==> src/rtl/pipe_d_scoreboard.sv <==
`default_nettype none
// ============================================================================
// Module      : pipe_d_scoreboard
// Description : Decode-stage operand resolver.
//               - Picks each source operand from the register file or from a
//                 forwarding path: EX ALU, MEM ALU, MEM load data, or the
//                 long-op completion port.
//               - Generates the decode stall.
//               - Keeps a per-register scoreboard of results still owed by the
//                 multi-cycle unit, which writes back out of order.
// Ports       : clock, resetn        - clock, async active-low reset
//               d_*                  - decoded instruction fields
//               qa, qb               - register file read data
//               e_*, m_*             - EX / MEM stage destination info and data
//               l_done/l_rn/l_result - long-unit completion port
//               da, db, fwda, fwdb   - resolved operands and their source select
//               stall, issue         - decode stall / instruction accepted
//               busy, long_cnt       - scoreboard vector, outstanding long ops
//               stall_cnt, sb_err    - saturating stall count, sticky error
// Revision    : 1.0 - initial release
// ============================================================================
module pipe_d_scoreboard #(
    parameter  int XLEN     = 32,
    parameter  int NREG     = 32,
    parameter  int MAX_LONG = 4,
    parameter  int SCW      = 16,
    localparam int RW       = $clog2(NREG),
    localparam int CW       = $clog2(MAX_LONG + 1)
) (
    input  logic            clock,
    input  logic            resetn,
    input  logic            d_valid,
    input  logic            d_flush,
    input  logic [RW-1:0]   d_rs,
    input  logic [RW-1:0]   d_rt,
    input  logic            d_use_rs,
    input  logic            d_use_rt,
    input  logic            d_wreg,
    input  logic [RW-1:0]   d_rn,
    input  logic            d_long,
    input  logic [XLEN-1:0] qa,
    input  logic [XLEN-1:0] qb,
    input  logic            e_wreg,
    input  logic            e_m2reg,
    input  logic [RW-1:0]   e_rn,
    input  logic [XLEN-1:0] e_alu,
    input  logic            m_wreg,
    input  logic            m_m2reg,
    input  logic [RW-1:0]   m_rn,
    input  logic [XLEN-1:0] m_alu,
    input  logic [XLEN-1:0] m_mo,
    input  logic            l_done,
    input  logic [RW-1:0]   l_rn,
    input  logic [XLEN-1:0] l_result,
    output logic [XLEN-1:0] da,
    output logic [XLEN-1:0] db,
    output logic [2:0]      fwda,
    output logic [2:0]      fwdb,
    output logic            stall,
    output logic            issue,
    output logic [NREG-1:0] busy,
    output logic [CW-1:0]   long_cnt,
    output logic [SCW-1:0]  stall_cnt,
    output logic            sb_err
);

    localparam logic [2:0]    c_fwd_rf    = 3'd0;
    localparam logic [2:0]    c_fwd_e     = 3'd1;
    localparam logic [2:0]    c_fwd_m_alu = 3'd2;
    localparam logic [2:0]    c_fwd_m_mo  = 3'd3;
    localparam logic [2:0]    c_fwd_l     = 3'd4;
    localparam logic [CW-1:0] c_max_long  = CW'(MAX_LONG);

    logic [NREG-1:0] r_busy;
    logic [CW-1:0]   r_long_cnt;
    logic [SCW-1:0]  r_stall_cnt;
    logic            r_sb_err;

    logic            w_act;
    logic            w_rs_live;
    logic            w_rt_live;
    logic            w_l_hit_rs;
    logic            w_l_hit_rt;
    logic            w_l_hit_rn;
    logic            w_load_use;
    logic            w_raw_long;
    logic            w_waw;
    logic            w_struct;
    logic            w_stall;
    logic            w_issue;
    logic            w_l_err;
    logic            w_l_ok;
    logic            w_long_issue;
    logic            w_set;
    logic [NREG-1:0] w_busy_nxt;

    // Register 0 is hard-wired: a source of r0 never forwards and never stalls.
    assign w_act     = d_valid & ~d_flush;
    assign w_rs_live = d_use_rs & (d_rs != '0);
    assign w_rt_live = d_use_rt & (d_rt != '0);

    assign w_l_hit_rs = l_done & (l_rn == d_rs);
    assign w_l_hit_rt = l_done & (l_rn == d_rt);
    assign w_l_hit_rn = l_done & (l_rn == d_rn);

    // Operand data selected by forwarding code.
    function automatic logic [XLEN-1:0] operand_mux(
        input logic [2:0]      sel,
        input logic [XLEN-1:0] q,
        input logic [XLEN-1:0] ex_alu,
        input logic [XLEN-1:0] mem_alu,
        input logic [XLEN-1:0] mem_mo,
        input logic [XLEN-1:0] long_res
    );
        case (sel)
            c_fwd_e:     operand_mux = ex_alu;
            c_fwd_m_alu: operand_mux = mem_alu;
            c_fwd_m_mo:  operand_mux = mem_mo;
            c_fwd_l:     operand_mux = long_res;
            default:     operand_mux = q;
        endcase
    endfunction

    // First match wins: youngest producer (EX) before MEM before long unit.
    // A load in EX is not forwardable; that case is covered by the stall.
    always_comb begin
        fwda = c_fwd_rf;
        if (w_rs_live) begin
            if (e_wreg && !e_m2reg && (e_rn == d_rs))
                fwda = c_fwd_e;
            else if (m_wreg && (m_rn == d_rs))
                fwda = m_m2reg ? c_fwd_m_mo : c_fwd_m_alu;
            else if (w_l_hit_rs)
                fwda = c_fwd_l;
        end
    end

    always_comb begin
        fwdb = c_fwd_rf;
        if (w_rt_live) begin
            if (e_wreg && !e_m2reg && (e_rn == d_rt))
                fwdb = c_fwd_e;
            else if (m_wreg && (m_rn == d_rt))
                fwdb = m_m2reg ? c_fwd_m_mo : c_fwd_m_alu;
            else if (w_l_hit_rt)
                fwdb = c_fwd_l;
        end
    end

    assign da = operand_mux(fwda, qa, e_alu, m_alu, m_mo, l_result);
    assign db = operand_mux(fwdb, qb, e_alu, m_alu, m_mo, l_result);

    // A register completing this cycle is no longer a hazard: the consumer
    // takes it through the bypass.
    assign w_load_use = (w_rs_live & e_wreg & e_m2reg & (e_rn == d_rs))
                      | (w_rt_live & e_wreg & e_m2reg & (e_rn == d_rt));
    assign w_raw_long = (w_rs_live & r_busy[d_rs] & ~w_l_hit_rs)
                      | (w_rt_live & r_busy[d_rt] & ~w_l_hit_rt);
    assign w_waw      = d_wreg & r_busy[d_rn] & ~w_l_hit_rn;
    assign w_struct   = d_long & (r_long_cnt == c_max_long);

    assign w_stall = w_act & (w_load_use | w_raw_long | w_waw | w_struct);
    assign w_issue = w_act & ~w_stall;

    // A completion for a register nobody is waiting on is a protocol error.
    // It is flagged and otherwise ignored, so the scoreboard stays consistent.
    assign w_l_err      = l_done & ((l_rn == '0) | ~r_busy[l_rn] | (r_long_cnt == '0));
    assign w_l_ok       = l_done & ~w_l_err;
    assign w_long_issue = w_issue & d_long;
    assign w_set        = w_long_issue & d_wreg & (d_rn != '0);

    // Clear first, then set, so a new issue to a register completing in the
    // same cycle keeps the busy bit.
    always_comb begin
        w_busy_nxt = r_busy;
        if (w_l_ok)
            w_busy_nxt[l_rn] = 1'b0;
        if (w_set)
            w_busy_nxt[d_rn] = 1'b1;
    end

    always_ff @(posedge clock or negedge resetn) begin
        if (!resetn) begin
            r_busy      <= '0;
            r_long_cnt  <= '0;
            r_stall_cnt <= '0;
            r_sb_err    <= 1'b0;
        end else begin
            r_busy <= w_busy_nxt;
            case ({w_long_issue, w_l_ok})
                2'b10:   r_long_cnt <= r_long_cnt + CW'(1);
                2'b01:   r_long_cnt <= r_long_cnt - CW'(1);
                default: r_long_cnt <= r_long_cnt;
            endcase
            if (w_stall && !(&r_stall_cnt))
                r_stall_cnt <= r_stall_cnt + SCW'(1);
            if (w_l_err)
                r_sb_err <= 1'b1;
        end
    end

    assign stall     = w_stall;
    assign issue     = w_issue;
    assign busy      = r_busy;
    assign long_cnt  = r_long_cnt;
    assign stall_cnt = r_stall_cnt;
    assign sb_err    = r_sb_err;

endmodule
`default_nettype wire

==> config.mk <==
export PLATFORM = sky130hd
export DESIGN_NAME = pipe_d_scoreboard
export DESIGN_NICKNAME = d
export VERILOG_FILES = /design/src/rtl/pipe_d_scoreboard.sv
export SDC_FILE = /design/constraint.sdc
export NUM_CORES = 1
export LEC_CHECK = 0
export CAP_MARGIN = 15
export CORE_AREA = 2 2 139 141
export DETAILED_ROUTE_END_ITERATION = 7
export DIE_AREA = 0 0 141 143
export GPL_TIMING_DRIVEN = 0
export PLACE_DENSITY = 0.67
export SLEW_MARGIN = 5
export SYNTH_ARGS = -nofsm -noshare
export SYNTH_HDL_FRONTEND = slang
export SYNTH_SLANG_ARGS = --single-unit
==> constraint.sdc <==
create_clock -name clock -period 4.67 [get_ports clock]
set_input_delay 0.934 -clock clock [delete_from_list [all_inputs] [get_ports clock]]
set_output_delay 0.934 -clock clock [all_outputs]
set_load 0.02 [all_outputs]
-- Word-level counts from Yosys, hierarchy flattened
Index checks and enable logic that the tools add are counted.
- add/sub/neg operators: 3
- order comparisons: 6
- equality and inequality tests: 18
- muxes and demuxes: 26
- bitwise gates (word level): 43
- reductions and logical operators: 17
- operators by type and width (cell ; count):
    32-bit case mux with 4 select lines ; 2
    32-bit two-way mux ; 2
    5-bit == test ; 7
    32-bit AND ; 1
    32-bit inverter ; 1
    32-bit bitwise OR ; 1
    1-bit AND ; 26
    5-bit by 6-bit < comparator with 1-bit output, second input constant ; 4
    3-bit two-way mux ; 8
    1-bit binary-select mux with 5-bit select ; 4
    16-bit by 1-bit adder with 16-bit output, second input constant ; 1
    16-bit AND reduction ; 1
    5-bit nonzero test ; 3
    3-bit by 2-bit == test with 1-bit output, second input constant ; 4
    1-bit demux with 5-bit select ; 2
    5-bit by 1-bit greater-or-equal comparator with 1-bit output, second input constant ; 2
    3-bit == test, second input constant ; 3
    1-bit logical AND ; 8
    1-bit two-way mux ; 7
    1-bit inverter ; 7
    1-bit bitwise OR ; 7
    3-bit by 1-bit == test with 1-bit output, second input constant ; 2
    3-bit case mux with 2 select lines ; 1
    5-bit zero test ; 1
    other kinds (7) ; 8
- bits in registers: 52
- bits of input ports: 235
- output and inout bits: 124
- word-level logic and storage cells: 117

-- Longest topological paths before layout
- depth in word-level cells: 16
- gate-level depth with buffers: 16
- mapped depth without buffers: 13

-- Worst setup path before layout
Ideal clock, no wire load.
- path type: input -> output
- start: in d_rs[1]
- end: out stall
- arrival time: 3.542 ns
- data required time: 3.736 ns
- path slack: 0.194 ns
- cell stages on the path: 9
- path buffers: 3
- path through: buf_2 > buf_6 > mux4_2 > mux4_2 > nor4b_1 > a2111o_1 > a311oi_4 > buf_2 > nor2_1
- longest elaborated chain between the ends: 10
- elaborated cells on any way between the ends: 19
- classes of those cells: eq/ne: 2; mux: 2; bitwise: 14; reduce/logical: 1
- ends and longest elaborated chain (item ; RTL line ; RTL):
    start, declared ; 34 ; input logic [RW-1:0] d_rs,
    branches (longest 6 deep; another with 1-bit binary-select mux with 5-bit select) ; -- ;
    1-bit bitwise OR * (3 in series) ; 162 ; assign w_stall = w_act & (w_load_use | w_raw_long | w_waw | w_struct);
    1-bit AND * ; 162 ;
    end, declared ; 59 ; output logic stall,
Mark *: on every way between the ends. The select of a mux whose other input is x is not followed.

-- Worst setup path in the final report
- start: in d_rs[1]
- end: out issue
- longest elaborated chain between the ends: 12
- elaborated cells on any way between the ends: 21
- classes of those cells: eq/ne: 2; mux: 2; bitwise: 16; reduce/logical: 1
- ends and longest elaborated chain (item ; RTL line ; RTL):
    branches (longest 6 deep; another with 1-bit binary-select mux with 5-bit select) ; -- ;
    1-bit bitwise OR * (3 in series) ; 162 ;
    1-bit AND * ; 162 ;
    1-bit inverter * ; 163 ; assign w_issue = w_act & ~w_stall;
    1-bit AND * ; 163 ;
    end, declared ; 60 ; output logic issue,
Marked as above.

==> flow_summary.yaml <==
placed_design:
  dpl-instance-area_mm2: 0.00976
  port_buffers: 342
  placed_cells: 1333
  place_congestion: 0.960
  dp_hpwl_um: 26400
setup_path:
  cp.arrival_ps: 3650
  critPathMaxFanout: 14
  critPathRequiredTime_ps: 3740
  endpoint_kind: "output port"
  critPathLaunchType: "primary input"
  path_class: "primary input to output port"
routing:
  vias: 7826
  drc_errors: 0
  routed_wl_um: 33200
  drt-pass1-iter-count: 5
  routed_via_density: 5.81
  ant_nets: 0
  drt-initial-drc-count: 685
  drt-wirelength-per-cell_um: 24.7
grt:
  grt_overflow: 0
  grt_pass1_wl_um: 48500
  grt_usage: 0.315
  antenna_found_initial: 3
  grt_max_degree: 38
  grt_pass1_vias: 7621
power:
  clkPwrFrac: 0.237
  seqPwrFrac: 0.293
  cellPowerDensity_mw_per_mm2: 202
  cellLeakagePower_nw: 4.01
  vdd_ir_drop_max_mv: 0.400
  switching_share: 0.365
  p_sw_mw: 0.745
  intPower_mw: 1.29
  power_frac_comb: 0.470
timing:
  rsz0062_at_grt: "no"
  hold_viol: 0
  max_freq_mhz: 218
  skew_ps: 8.59
  setup-violations-final: 0
  final.setup.tns_ps: 0
  slew_violations: 0
  max-slew-margin-rel: 0.479
  worst_pin_slew_ps: 781
  fin_crit_ps: 4580
  fin_crit_sh: 0.981
floorplanning:
  dieWidth_um: 141
  ioPinCount: 359
  core-area_mm2: 0.0186
  dieHeight_um: 143
  die-area_mm2: 0.0202
  num_rows: 50
  initial_core_util: 0.325
cells_and_area:
  area_delta_synth_final_pct: 67.7
  seq_area_mm2: 0.00130
  finalInstanceArea_mm2: 0.0101
  fin_cells: 1347
  fin_nets: 1347
  multiInputGateArea_mm2: 0.00444
  drive_gt1_frac: 0.137
  fillers: 1775
logic_synthesis:
  synth-main-ff-cell: "dfrtp_1"
  syn_nets: 994
  synth-edff-count: 0
  ys_types: 53
  ys_ff_latch: 52
  async_flop_share: 1.00
  ys_seq_area_frac: 0.216
  yosysWarningCount: 0
  syn-cell-area_mm2: 0.00603
  synth_area_per_cell_um2: 7.98
  synthCells: 756
cts:
  cts_root_buf: "clkbuf_16"
  clockBufferDepth: 2
  clock_latency_ps: 300
  numCtsBuffers: 5
  tritoncts: "done"
  clk_pin_slew_worst_paths_ps: 70
  cts_hold_buffers: 0
  clock-sinks: 52
  cts_max_level: 2
outcome:
  status: "complete, no violations"
worst_hold_path:
  hp-class: "flip-flop to flip-flop"
run:
  maxCapViolCount: 0
-- sequential cells by signal, summed over array words and instances, names as in the netlist --
name and cells:
sb_err 1, long_cnt 3, stall_cnt 16, busy 32
-- final cells by class --
type,count,share of cell area
antenna,3,0.000742
buffer,68,0.0399
clock buffer,5,0.0124
clock inverter,3,0.00680
inverter,13,0.00482
multi-input combinational,617,0.439
sequential,52,0.129
tap,234,0.0289
timing repair buffer,352,0.339
-- worst max-delay path, cell delays in order --
cell             delay (ps)
buf_4                   130
buf_8                   100
mux4_2                  470
mux4_2                  510
nor4b_1                 160
a2111o_1                430
a311oi_4                290
buf_6                   150
nand2_4                 130
inv_2                    80
clkdlybuf4s15_2         250
-- worst paths after layout --
kind,start,endpoint,slack (ps),depth (start not counted)
max,d_rs[1],issue,90,11
min,sb_err$_DFFE_PN0P_,sb_err$_DFFE_PN0P_,460,1
max reg2reg,busy[12]$_DFF_PN0_,long_cnt[2]$_DFFE_PN0P_,890,15
min reg2reg,sb_err$_DFFE_PN0P_,sb_err$_DFFE_PN0P_,460,1
max in group asynchronous,resetn,stall_cnt[11]$_DFFE_PN0P_,3590,2
min in group asynchronous,resetn,busy[3]$_DFF_PN0_,550,1
-- layout by cell type, fill, tap and decap left out, types with 21 or more instances in the layout --
cell type	synthesis	routed
clkdlybuf4s50_1	0	271
o21ai_0	97	97
nor2_1	86	84
a22oi_1	65	65
a21oi_1	67	64
dfrtp_1	52	52
dlygate4sd2_1	0	51
xor2_1	45	45
mux2_2	34	34
o31ai_1	34	34
mux2i_1	25	25
clkbuf_2	0	22
clkbuf_1	61	22
mux4_2	21	21
-- power by group through the flow --
stage / Clock (mW) / Sequential, mW / Combinational, mW
2_1_floorplan: 0 / 0.635 / 0.378
3_3_place_gp: 0 / 0.601 / 0.948
3_5_place_dp: 0 / 0.600 / 0.956
4_1_cts: 0.488 / 0.593 / 0.951
5_1_grt: 0.506 / 0.605 / 1.02
6_report: 0.484 / 0.597 / 0.958
-- kinds of logic after synthesis --
logic type                 count (synthesis)  share of synthesized area
adders and majority gates                  3                    0.00747
and+or+nand+nor                          192                      0.159
AOI/OAI and AO/OA                        288                      0.295
buffers and inverters                     87                     0.0603
xor gates and xnor gates                  52                     0.0755
DFF                                       52                      0.216
muxes                                     82                      0.187
-- stage by stage --
step,util,power [mW],setup slack (ps),hold slack (ps)
after floorplan,-,1.01,194,565
after global placement,0.525,1.55,-1310,453
after detailed placement,0.526,1.56,-1340,447
after CTS,0.543,2.03,-23.5,459
after global routing,0.544,2.13,0.768,473
final,0.545,2.04,89.5,456
-- synthesized netlist by cell type, drive strengths merged (2+ instances only) --
library cell   n  share of area
a21o           2         0.0025
o22ai          5         0.0052
and2           3         0.0031
mux2          36          0.067
mux2i         25          0.041
a21oi         67          0.056
nand3b        10          0.012
ha             2         0.0041
nand4          7         0.0073
and3           5         0.0052
or4            2         0.0025
a31oi          2         0.0021
nand2b         2         0.0021
a41oi          2         0.0029
nor4b          2         0.0029
nor3          10         0.0083
nor2          86          0.054
xnor2          7          0.010
a311oi         2         0.0058
xor2          45          0.065
o21ai         99          0.082
or3            2         0.0021
nand2         18          0.012
or3b           4         0.0058
o31ai         35          0.044
buf           13          0.014
nand3         15          0.012
nor2b          8         0.0083
inv           13         0.0081
mux4          21          0.078
nor4          12          0.012
dfrtp         52           0.22
a22oi         65          0.081
nand4b         2         0.0029
clkbuf        61          0.038
a2111oi        5         0.0073
-- timing repair --
| item | in CTS | in global routing |
|---|---|---|
| setup endpoints to repair | 74 | 67 |
| setup buffers | 7 | 2 |
| resized for setup | 157 | 30 |
| pin swaps | 3 | 4 |
-- metal layers --
layer	wire [um]	track usage	up-vias
met5	0	0	-
met4	765	0.0821	0
met1	13100	0.407	3795
li1	-	-	3566
met3	3000	0.0651	45
met2	16400	0.539	420
No activity file was read; power rests on OpenSTA's default activity.
